[config.mk]
export PLATFORM = sky130hd
export DESIGN_NAME = if_fetch_stage_flat
export DESIGN_NICKNAME = d
export VERILOG_FILES = /design/src/rtl/mips_pkg.sv /design/src/rtl/if_fetch_stage_if.sv /design/src/rtl/if_fetch_stage_ifid.sv /design/src/rtl/if_fetch_stage.sv /design/src/flat_wrapper.sv
export SDC_FILE = /design/constraint.sdc
export NUM_CORES = 1
export LEC_CHECK = 0
export BUFFER_PORTS_ARGS = -buffer_cell sky130_fd_sc_hd__buf_2
export CAP_MARGIN = 0
export CORE_ASPECT_RATIO = 1.75
export CORE_MARGIN = 3
export CORE_UTILIZATION = 30
export DETAILED_ROUTE_END_ITERATION = 16
export PLACE_DENSITY = 0.64
export SLEW_MARGIN = 20
export SYNTH_ARGS = -nofsm -noshare
export SYNTH_HDL_FRONTEND = slang
export SYNTH_HIERARCHICAL = 1
export SYNTH_SLANG_ARGS = --single-unit
export TNS_END_PERCENT = 30
[constraint.sdc]
create_clock -name clock -period 1.95 [get_ports clock]
set_input_delay 0.39 -clock clock [delete_from_list [all_inputs] [get_ports clock]]
set_output_delay 0.39 -clock clock [all_outputs]
set_load 0.01 [all_outputs]
[src/rtl/mips_pkg.sv]
// Shared MIPS pipeline definitions: instruction/PC constants and the fetch FSM state type.
package mips_pkg;

    localparam int unsigned XLEN = 32;

    localparam logic [XLEN-1:0] NOP_INSTR        = 32'h0000_0000;
    localparam logic [XLEN-1:0] DEFAULT_RESET_PC = 32'h0000_0000;
    localparam logic [XLEN-1:0] PC_INC           = 32'd4;
    localparam logic [XLEN-1:0] WORD_MASK        = 32'hFFFF_FFFC;

    typedef enum logic {
        FETCH = 1'b0,
        WAIT  = 1'b1
    } fetch_state_e;

endpackage

[src/rtl/if_fetch_stage_if.sv]
// Fetch-stage bus: hazard/redirect controls, instruction memory port, IF/ID fields, perf counters.
interface if_fetch_stage_if;
    import mips_pkg::*;

    logic            stall;
    logic            if_flush;
    logic [XLEN-1:0] branch_target;
    logic [XLEN-1:0] imem_addr;
    logic [XLEN-1:0] imem_rdata;
    logic            imem_ready;
    logic [XLEN-1:0] ifid_instr;
    logic [XLEN-1:0] ifid_pc4;
    logic            ifid_valid;
    logic [XLEN-1:0] perf_stall_cnt;
    logic [XLEN-1:0] perf_flush_cnt;
    logic [XLEN-1:0] perf_wait_cnt;

    modport master (
        input  stall, if_flush, branch_target, imem_rdata, imem_ready,
        output imem_addr, ifid_instr, ifid_pc4, ifid_valid,
               perf_stall_cnt, perf_flush_cnt, perf_wait_cnt
    );

    modport slave (
        output stall, if_flush, branch_target, imem_rdata, imem_ready,
        input  imem_addr, ifid_instr, ifid_pc4, ifid_valid,
               perf_stall_cnt, perf_flush_cnt, perf_wait_cnt
    );

endinterface

[src/rtl/if_fetch_stage_ifid.sv]
// IF/ID pipeline register; priority reset > hold > squash > load, otherwise holds.
module ifid_reg
    import mips_pkg::*;
(
    input  logic            clock,
    input  logic            reset,
    input  logic            hold,
    input  logic            squash,
    input  logic            load,
    input  logic [XLEN-1:0] instr_d,
    input  logic [XLEN-1:0] pc4_d,
    output logic [XLEN-1:0] instr,
    output logic [XLEN-1:0] pc4,
    output logic            valid
);

    always_ff @(posedge clock) begin
        if (reset) begin
            instr <= NOP_INSTR;
            pc4   <= '0;
            valid <= 1'b0;
        end else if (hold) begin
            instr <= instr;
            pc4   <= pc4;
            valid <= valid;
        end else if (squash) begin
            instr <= NOP_INSTR;
            pc4   <= '0;
            valid <= 1'b0;
        end else if (load) begin
            instr <= instr_d;
            pc4   <= pc4_d;
            valid <= 1'b1;
        end
    end

endmodule

[src/rtl/if_fetch_stage.sv]
// Instruction fetch stage: PC, fetch FSM and IF/ID register.
// Optional IF_PERF_CNT_EN enables saturating stall/flush/wait performance counters.
module if_fetch_stage
    import mips_pkg::*;
#(
    parameter logic [31:0] RESET_PC = DEFAULT_RESET_PC
) (
    input  logic                 clock,
    input  logic                 reset,
    if_fetch_stage_if.master     bus
);

    fetch_state_e    state_q, state_d;
    logic [XLEN-1:0] pc_q, pc_d;
    logic [XLEN-1:0] pc_plus4;
    logic            hold_c, squash_c, load_c;

    assign pc_plus4      = pc_q + PC_INC;
    assign bus.imem_addr = pc_q;

    always_ff @(posedge clock) begin
        if (reset) begin
            state_q <= FETCH;
            pc_q    <= RESET_PC & WORD_MASK;
        end else begin
            state_q <= state_d;
            pc_q    <= pc_d;
        end
    end

    // Next PC / state and IF/ID controls; stall masks a flush because ID operands are stale.
    always_comb begin
        state_d  = state_q;
        pc_d     = pc_q;
        hold_c   = 1'b0;
        squash_c = 1'b0;
        load_c   = 1'b0;
        if (bus.stall) begin
            hold_c = 1'b1;
        end else if (bus.if_flush) begin
            pc_d     = bus.branch_target & WORD_MASK;
            squash_c = 1'b1;
            state_d  = FETCH;
        end else if (!bus.imem_ready) begin
            squash_c = 1'b1;
            state_d  = WAIT;
        end else begin
            pc_d    = pc_plus4;
            load_c  = 1'b1;
            state_d = FETCH;
        end
    end

    ifid_reg u_ifid (
        .clock   (clock),
        .reset   (reset),
        .hold    (hold_c),
        .squash  (squash_c),
        .load    (load_c),
        .instr_d (bus.imem_rdata),
        .pc4_d   (pc_plus4),
        .instr   (bus.ifid_instr),
        .pc4     (bus.ifid_pc4),
        .valid   (bus.ifid_valid)
    );

`ifdef IF_PERF_CNT_EN
    logic            flush_ev_c, wait_ev_c;
    logic [XLEN-1:0] stall_cnt_q, flush_cnt_q, wait_cnt_q;

    assign flush_ev_c = !bus.stall && bus.if_flush;
    assign wait_ev_c  = !bus.stall && !bus.if_flush && !bus.imem_ready;

    always_ff @(posedge clock) begin
        if (reset) begin
            stall_cnt_q <= '0;
            flush_cnt_q <= '0;
            wait_cnt_q  <= '0;
        end else begin
            if (bus.stall && (stall_cnt_q != '1)) stall_cnt_q <= stall_cnt_q + XLEN'(1);
            if (flush_ev_c && (flush_cnt_q != '1)) flush_cnt_q <= flush_cnt_q + XLEN'(1);
            if (wait_ev_c && (wait_cnt_q != '1))  wait_cnt_q  <= wait_cnt_q + XLEN'(1);
        end
    end

    assign bus.perf_stall_cnt = stall_cnt_q;
    assign bus.perf_flush_cnt = flush_cnt_q;
    assign bus.perf_wait_cnt  = wait_cnt_q;
`else
    assign bus.perf_stall_cnt = '0;
    assign bus.perf_flush_cnt = '0;
    assign bus.perf_wait_cnt  = '0;
`endif

endmodule

[src/flat_wrapper.sv]
// flat-port wrapper written by rule: the top's interface ports become plain ports
module if_fetch_stage_flat import mips_pkg::*;
#(
    parameter logic [31:0] RESET_PC = DEFAULT_RESET_PC
)
  (clock, reset, bus_stall, bus_if_flush, bus_branch_target, bus_imem_rdata, bus_imem_ready, bus_imem_addr, bus_ifid_instr, bus_ifid_pc4, bus_ifid_valid, bus_perf_stall_cnt, bus_perf_flush_cnt, bus_perf_wait_cnt);
  if_fetch_stage_if bus_i ();
  input  logic clock;
  input  logic reset;
  input wire logic [$bits(bus_i.stall)-1:0] bus_stall;
  input wire logic [$bits(bus_i.if_flush)-1:0] bus_if_flush;
  input wire logic [$bits(bus_i.branch_target)-1:0] bus_branch_target;
  input wire logic [$bits(bus_i.imem_rdata)-1:0] bus_imem_rdata;
  input wire logic [$bits(bus_i.imem_ready)-1:0] bus_imem_ready;
  output wire logic [$bits(bus_i.imem_addr)-1:0] bus_imem_addr;
  output wire logic [$bits(bus_i.ifid_instr)-1:0] bus_ifid_instr;
  output wire logic [$bits(bus_i.ifid_pc4)-1:0] bus_ifid_pc4;
  output wire logic [$bits(bus_i.ifid_valid)-1:0] bus_ifid_valid;
  output wire logic [$bits(bus_i.perf_stall_cnt)-1:0] bus_perf_stall_cnt;
  output wire logic [$bits(bus_i.perf_flush_cnt)-1:0] bus_perf_flush_cnt;
  output wire logic [$bits(bus_i.perf_wait_cnt)-1:0] bus_perf_wait_cnt;
  assign bus_i.stall = bus_stall;
  assign bus_i.if_flush = bus_if_flush;
  assign bus_i.branch_target = bus_branch_target;
  assign bus_i.imem_rdata = bus_imem_rdata;
  assign bus_i.imem_ready = bus_imem_ready;
  assign bus_imem_addr = bus_i.imem_addr;
  assign bus_ifid_instr = bus_i.ifid_instr;
  assign bus_ifid_pc4 = bus_i.ifid_pc4;
  assign bus_ifid_valid = bus_i.ifid_valid;
  assign bus_perf_stall_cnt = bus_i.perf_stall_cnt;
  assign bus_perf_flush_cnt = bus_i.perf_flush_cnt;
  assign bus_perf_wait_cnt = bus_i.perf_wait_cnt;
  if_fetch_stage #(.RESET_PC(RESET_PC)) u_core (.clock(clock), .reset(reset), .bus(bus_i));
endmodule
* After elaboration in Yosys (flattened, before gate mapping)
Index checks and enable logic that the tools add are counted.
** Word-level totals
- Flip-flop bits (word level) :: 97
- Logic and storage cells :: 26
- Output and inout bits :: 193
- Input bits :: 69
** Operators by class
- Reductions and logical operators :: 4
- Bitwise operators :: 2
- Muxes and demuxes :: 15
- Add/subtract/negate cells :: 1
** Operators by type and width (count)
- $mux 32 :: 6
- $add 32x3->32 const B :: 1
- $mux 1 :: 9
- $reduce_and 2->1 :: 2
- $reduce_bool 2->1 :: 2
- $not 1->1 :: 2

* Longest topological paths before layout
- Depth in word-level cells :: 5
- Gate-level depth with buffers :: 8
- Gate-level depth less buffers :: 7

* Hierarchy
Netlist, hierarchy kept.
** By module, submodules not included
- if_fetch_stage :: instances 1, area an instance 3308.2 um^2, sequential area each 600.6 um^2, cells each 438
- ifid_reg :: instances 1, area an instance 2945.3 um^2, sequential area each 1301.2 um^2, cells each 291

* Worst setup path after synthesis
Ideal clock, no wire load.
- Path type :: register to register
- Start point :: reg u_core.pc_q[2] (netlist: u_core/bus.imem_addr[2])
- End point :: reg u_core.u_ifid.pc4[26]
- Data arrival time :: 1.971 ns
- Setup time :: 0.092 ns
- Stages on the path, launching flop included :: 8
- Period minus slack after synthesis :: 2.063 ns
- Data required time :: 1.858 ns
- Path buffers :: 0
- Slack :: -0.113 ns
- Cells stage by stage :: dfxtp_1 > ha_1 > nand4_1 > nor4_4 > and3_1 > xor2_1 > nand2b_1 > o32ai_1
** Between the ends
- Cells in the longest elaborated chain, start to end :: 3
** RTL lines
- start: declaration :: RTL line if_fetch_stage.sv:14 : logic [XLEN-1:0] pc_q, pc_d;
- start signal: assignment :: RTL line if_fetch_stage.sv:24 : pc_q <= RESET_PC & WORD_MASK;
- start signal: assignment :: RTL line if_fetch_stage.sv:27 : pc_q <= pc_d;
- $add 32x3->32 :: RTL line if_fetch_stage.sv:18 : assign pc_plus4 = pc_q + PC_INC;
- net u_core.pc_plus4[26] :: RTL line if_fetch_stage.sv:15 : logic [XLEN-1:0] pc_plus4;
- $mux 32 :: RTL line if_fetch_stage_ifid.sv:30 : end else if (load) begin
- $mux 32 :: RTL line if_fetch_stage_ifid.sv:26 : end else if (squash) begin
- end signal: assignment :: RTL line if_fetch_stage_ifid.sv:24 : pc4 <= pc4;
- end signal: assignment :: RTL line if_fetch_stage_ifid.sv:32 : pc4 <= pc4_d;
- end: declaration :: RTL line if_fetch_stage_ifid.sv:13 : output logic [XLEN-1:0] pc4,
The timed path passes the listed nets, and every way through them passes these cells. The select of a mux whose other input is x is not followed.
A chain may end at the register's enable or synchronous reset.

* Worst setup path after layout
- Start point :: reg u_core.pc_q[13] (netlist: u_core/bus.imem_addr[13])
- End point :: reg u_core.u_ifid.pc4[21]
Same word-level chain as after synthesis.

==> impl_metrics.toml <==
[place]
numPortBuffers = 161
gp_congestion = 0.865
placed_cell_area_sq_um = 7290
dp_hpwl_um = 13900
dp.cells = 1146
preCtsSetupSlack_ns = 0.0678

[global_route]
grtUsageMet1 = 0.166
overflow = 0
grt.busiest_layer = "met2"
grt_max_degree = 88
first_global_vias = 5072
use_met3 = 0.0209
grt_use_met2 = 0.285
antenna_found_initial = 2
grt_pass1_wl_um = 27200
grtUsageTotal = 0.153

[sta]
holdWs_ns = 0.290
final_max_slew_viol_count = 0
setup_violations = 0
fin_worst_skew_ns = 0.00586
min_period_ns = 1.85
hold_violations = 0
fmax_ghz = 0.540
grt_setup_unrepaired = "true"
finalWorstSetupSlack_ns = 0.0974
finalCritPeriodShare = 0.950

[power_and_ir_drop]
p_leak_nw = 3.22
worst_ir_drop_vdd_mv = 0.390
pwr_density_cell_nw_per_um2 = 608

[clock_tree]
clock_path_buffers = 2
cts-buffers-inserted = 9
cts.sink_count = 95
clock-root-buffer = "clkbuf_16"
cts_tree = "built"
cts_setup_buffers = 0
htree_levels = 3
worstSkewPairLatency_ns = 0.35
path_clk_slew_ns = 0.07
ctsHoldBuffers = 0

[route]
drtIter0Drc = 289
wl_per_cell_um = 15.7
drc = 0
viasPerCell = 4.78
ant_nets = 0
wl_um = 18300
num_vias = 5550
dr.pass1.iters = 7

[synth]
synth_seq_cells = 95
async_reset_ff_frac = 0
yosysWarnings = 6
ys_top_cells_by_area = "dfxtp_1 (30%), buf_4 (12%), o32ai_2 (7.8%), nand2b_1 (6.8%), o32ai_1 (4.9%)"
ys.flop_type = "dfxtp_1"
syn-cell-area_sq_um = 6250
yosysTopAreaCell = "dfxtp_1"
synth.avg_cell_area_sq_um = 8.58
synth_top_area_share = 0.304
synthDistinctLibCells = 70
synth-seq-area-share = 0.304
synth_edf_count = 0
synthCells = 729

[worst_setup_path]
required_ns = 2.21
crit_arrival_ns = 2.11
cp-startpoint = "u_core/bus.imem_addr[13]$_SDFFE_PP0P_"
end_kind = "register"
cp_max_fo = 5
cp-start-kind = "register"
critical_path_class = "register to register"
ff2ff_setup_slack_ns = 0.1
timing.rr.start = "u_core/bus.imem_addr[13]$_SDFFE_PP0P_"

[cells_and_area]
final_core_util = 0.373
syn2layout_area_growth_pct = 21.4
stdcell_area_sq_um = 7590
final_common_cell = "buf_2"
design.final.nets = 979
fin_cells = 1162
drive_above_1_share = 0.326
final_cell_mix = "buf_2 (160), conb_1 (100), dfxtp_1 (92)"

[floorplan]
die-area_sq_um = 22700
coreArea_sq_um = 20400
io_pins = 262
placementRows = 69
chipWidth_um = 115
start_util = 0.307
die_h_um = 197

[job]
drv_cap = 0

[hold_path]
worstHoldStart = "bus_imem_rdata[27]"
hp-class = "input port to register"

[run_status]
status = "finished clean"
timing repair:
| item | in CTS | in global routing |
|---|---|---|
| setup endpoints to repair | 0 | 11 |
| hold endpoints to repair | 0 | 0 |
| gates resized for setup | 0 | 5 |
per-stage QoR:
| stage | total power [mW] | TNS, ns |
|---|---|---|
| after floorplan | 2.72 | -0.0784 |
| after global placement | 2.89 | 0 |
| after detailed placement | 2.89 | 0 |
| after CTS | 4.68 | 0 |
| after global routing | 4.82 | -0.0657 |
| final | 4.62 | 0 |
registers in the layout, summed over array words and instances (netlist names):
register,count
u_core/bus.imem_addr,30
u_core/u_ifid/instr,32
u_core/u_ifid/pc4,32
u_core/u_ifid/valid,1
synthesized netlist by cell type, types with 3 or more instances:
| cell type | n |
|---|---|
| buf_4 | 102 |
| dfxtp_1 | 95 |
| inv_1 | 76 |
| nand2b_1 | 68 |
| nand2_1 | 42 |
| o32ai_1 | 35 |
| o32ai_2 | 30 |
| clkbuf_1 | 22 |
| nand3_1 | 22 |
| a21oi_1 | 20 |
| xnor2_1 | 19 |
| buf_2 | 18 |
| nor2_1 | 17 |
| o21ai_0 | 12 |
| a31oi_1 | 11 |
| nand4_1 | 11 |
| xor2_1 | 9 |
| buf_6 | 8 |
| nor3_1 | 8 |
| nor4_1 | 8 |
| and3_1 | 7 |
| a21o_1 | 6 |
| a311oi_1 | 4 |
| buf_1 | 4 |
| o31ai_1 | 4 |
| a211oi_1 | 3 |
| a221oi_1 | 3 |
| a31o_2 | 3 |
| a32o_1 | 3 |
| and2_1 | 3 |
| nor4_4 | 3 |
worst paths after layout:
path | endpoint | depth (start not counted)
max reg2reg | u_core/u_ifid/pc4[21]$_SDFFE_PP0P_ | 6
max | u_core/u_ifid/pc4[21]$_SDFFE_PP0P_ | 6
min reg2reg | u_core/u_ifid/pc4[18]$_SDFFE_PP0P_ | 2
min | u_core/u_ifid/instr[27]$_SDFFE_PP0P_ | 3
critical path, cell delays in order, from the launching register on:
cell	delay, ns
dfxtp_1	0.37
nand4_1	0.19
or4_4	0.64
nor3_4	0.24
xor2_1	0.16
nand2b_1	0.07
o32ai_1	0.09
layout make-up:
class                      instances  area (sq um)
fill                            2113         12800
clock buffer                      11           233
tap                              248           310
clock inverter                     4          47.5
timing repair buffer             226          1400
inverter                          76           285
antenna                            1          2.50
multi-input combinational        501          3410
sequential                        95          1910
logic make-up (layout without fill, tap and decap cells):
group                    count (synthesis)  after routing  share of synthesized area
AO/OA/AOI/OAI                          159            159                      0.235
XOR/XNOR                                28             28                     0.0392
adder cells (fa/ha/maj)                  1              1                    0.00200
buffers and inverters                  232            317                      0.214
flip-flops                              95             95                      0.304
multiplexers                             4              4                    0.00680
other                                    1            101                   0.000600
AND/OR/NAND/NOR                        209            209                      0.198
power by group:
| part | internal [mW] | leakage, nW | total, mW | switching, mW |
|---|---|---|---|---|
| logic | 0.322 | 2.32 | 0.814 | 0.492 |
| clock network | 0.985 | 0.135 | 1.76 | 0.779 |
| registers | 1.99 | 0.771 | 2.04 | 0.0473 |
layer usage:
layer | routed length (um) | up-vias
met5 | 13 | -
met3 | 1070 | 45
met1 | 6920 | 2540
met2 | 9600 | 259
li1 | - | 2704
met4 | 655 | 2
No activity file was read; power rests on OpenSTA's default activity.
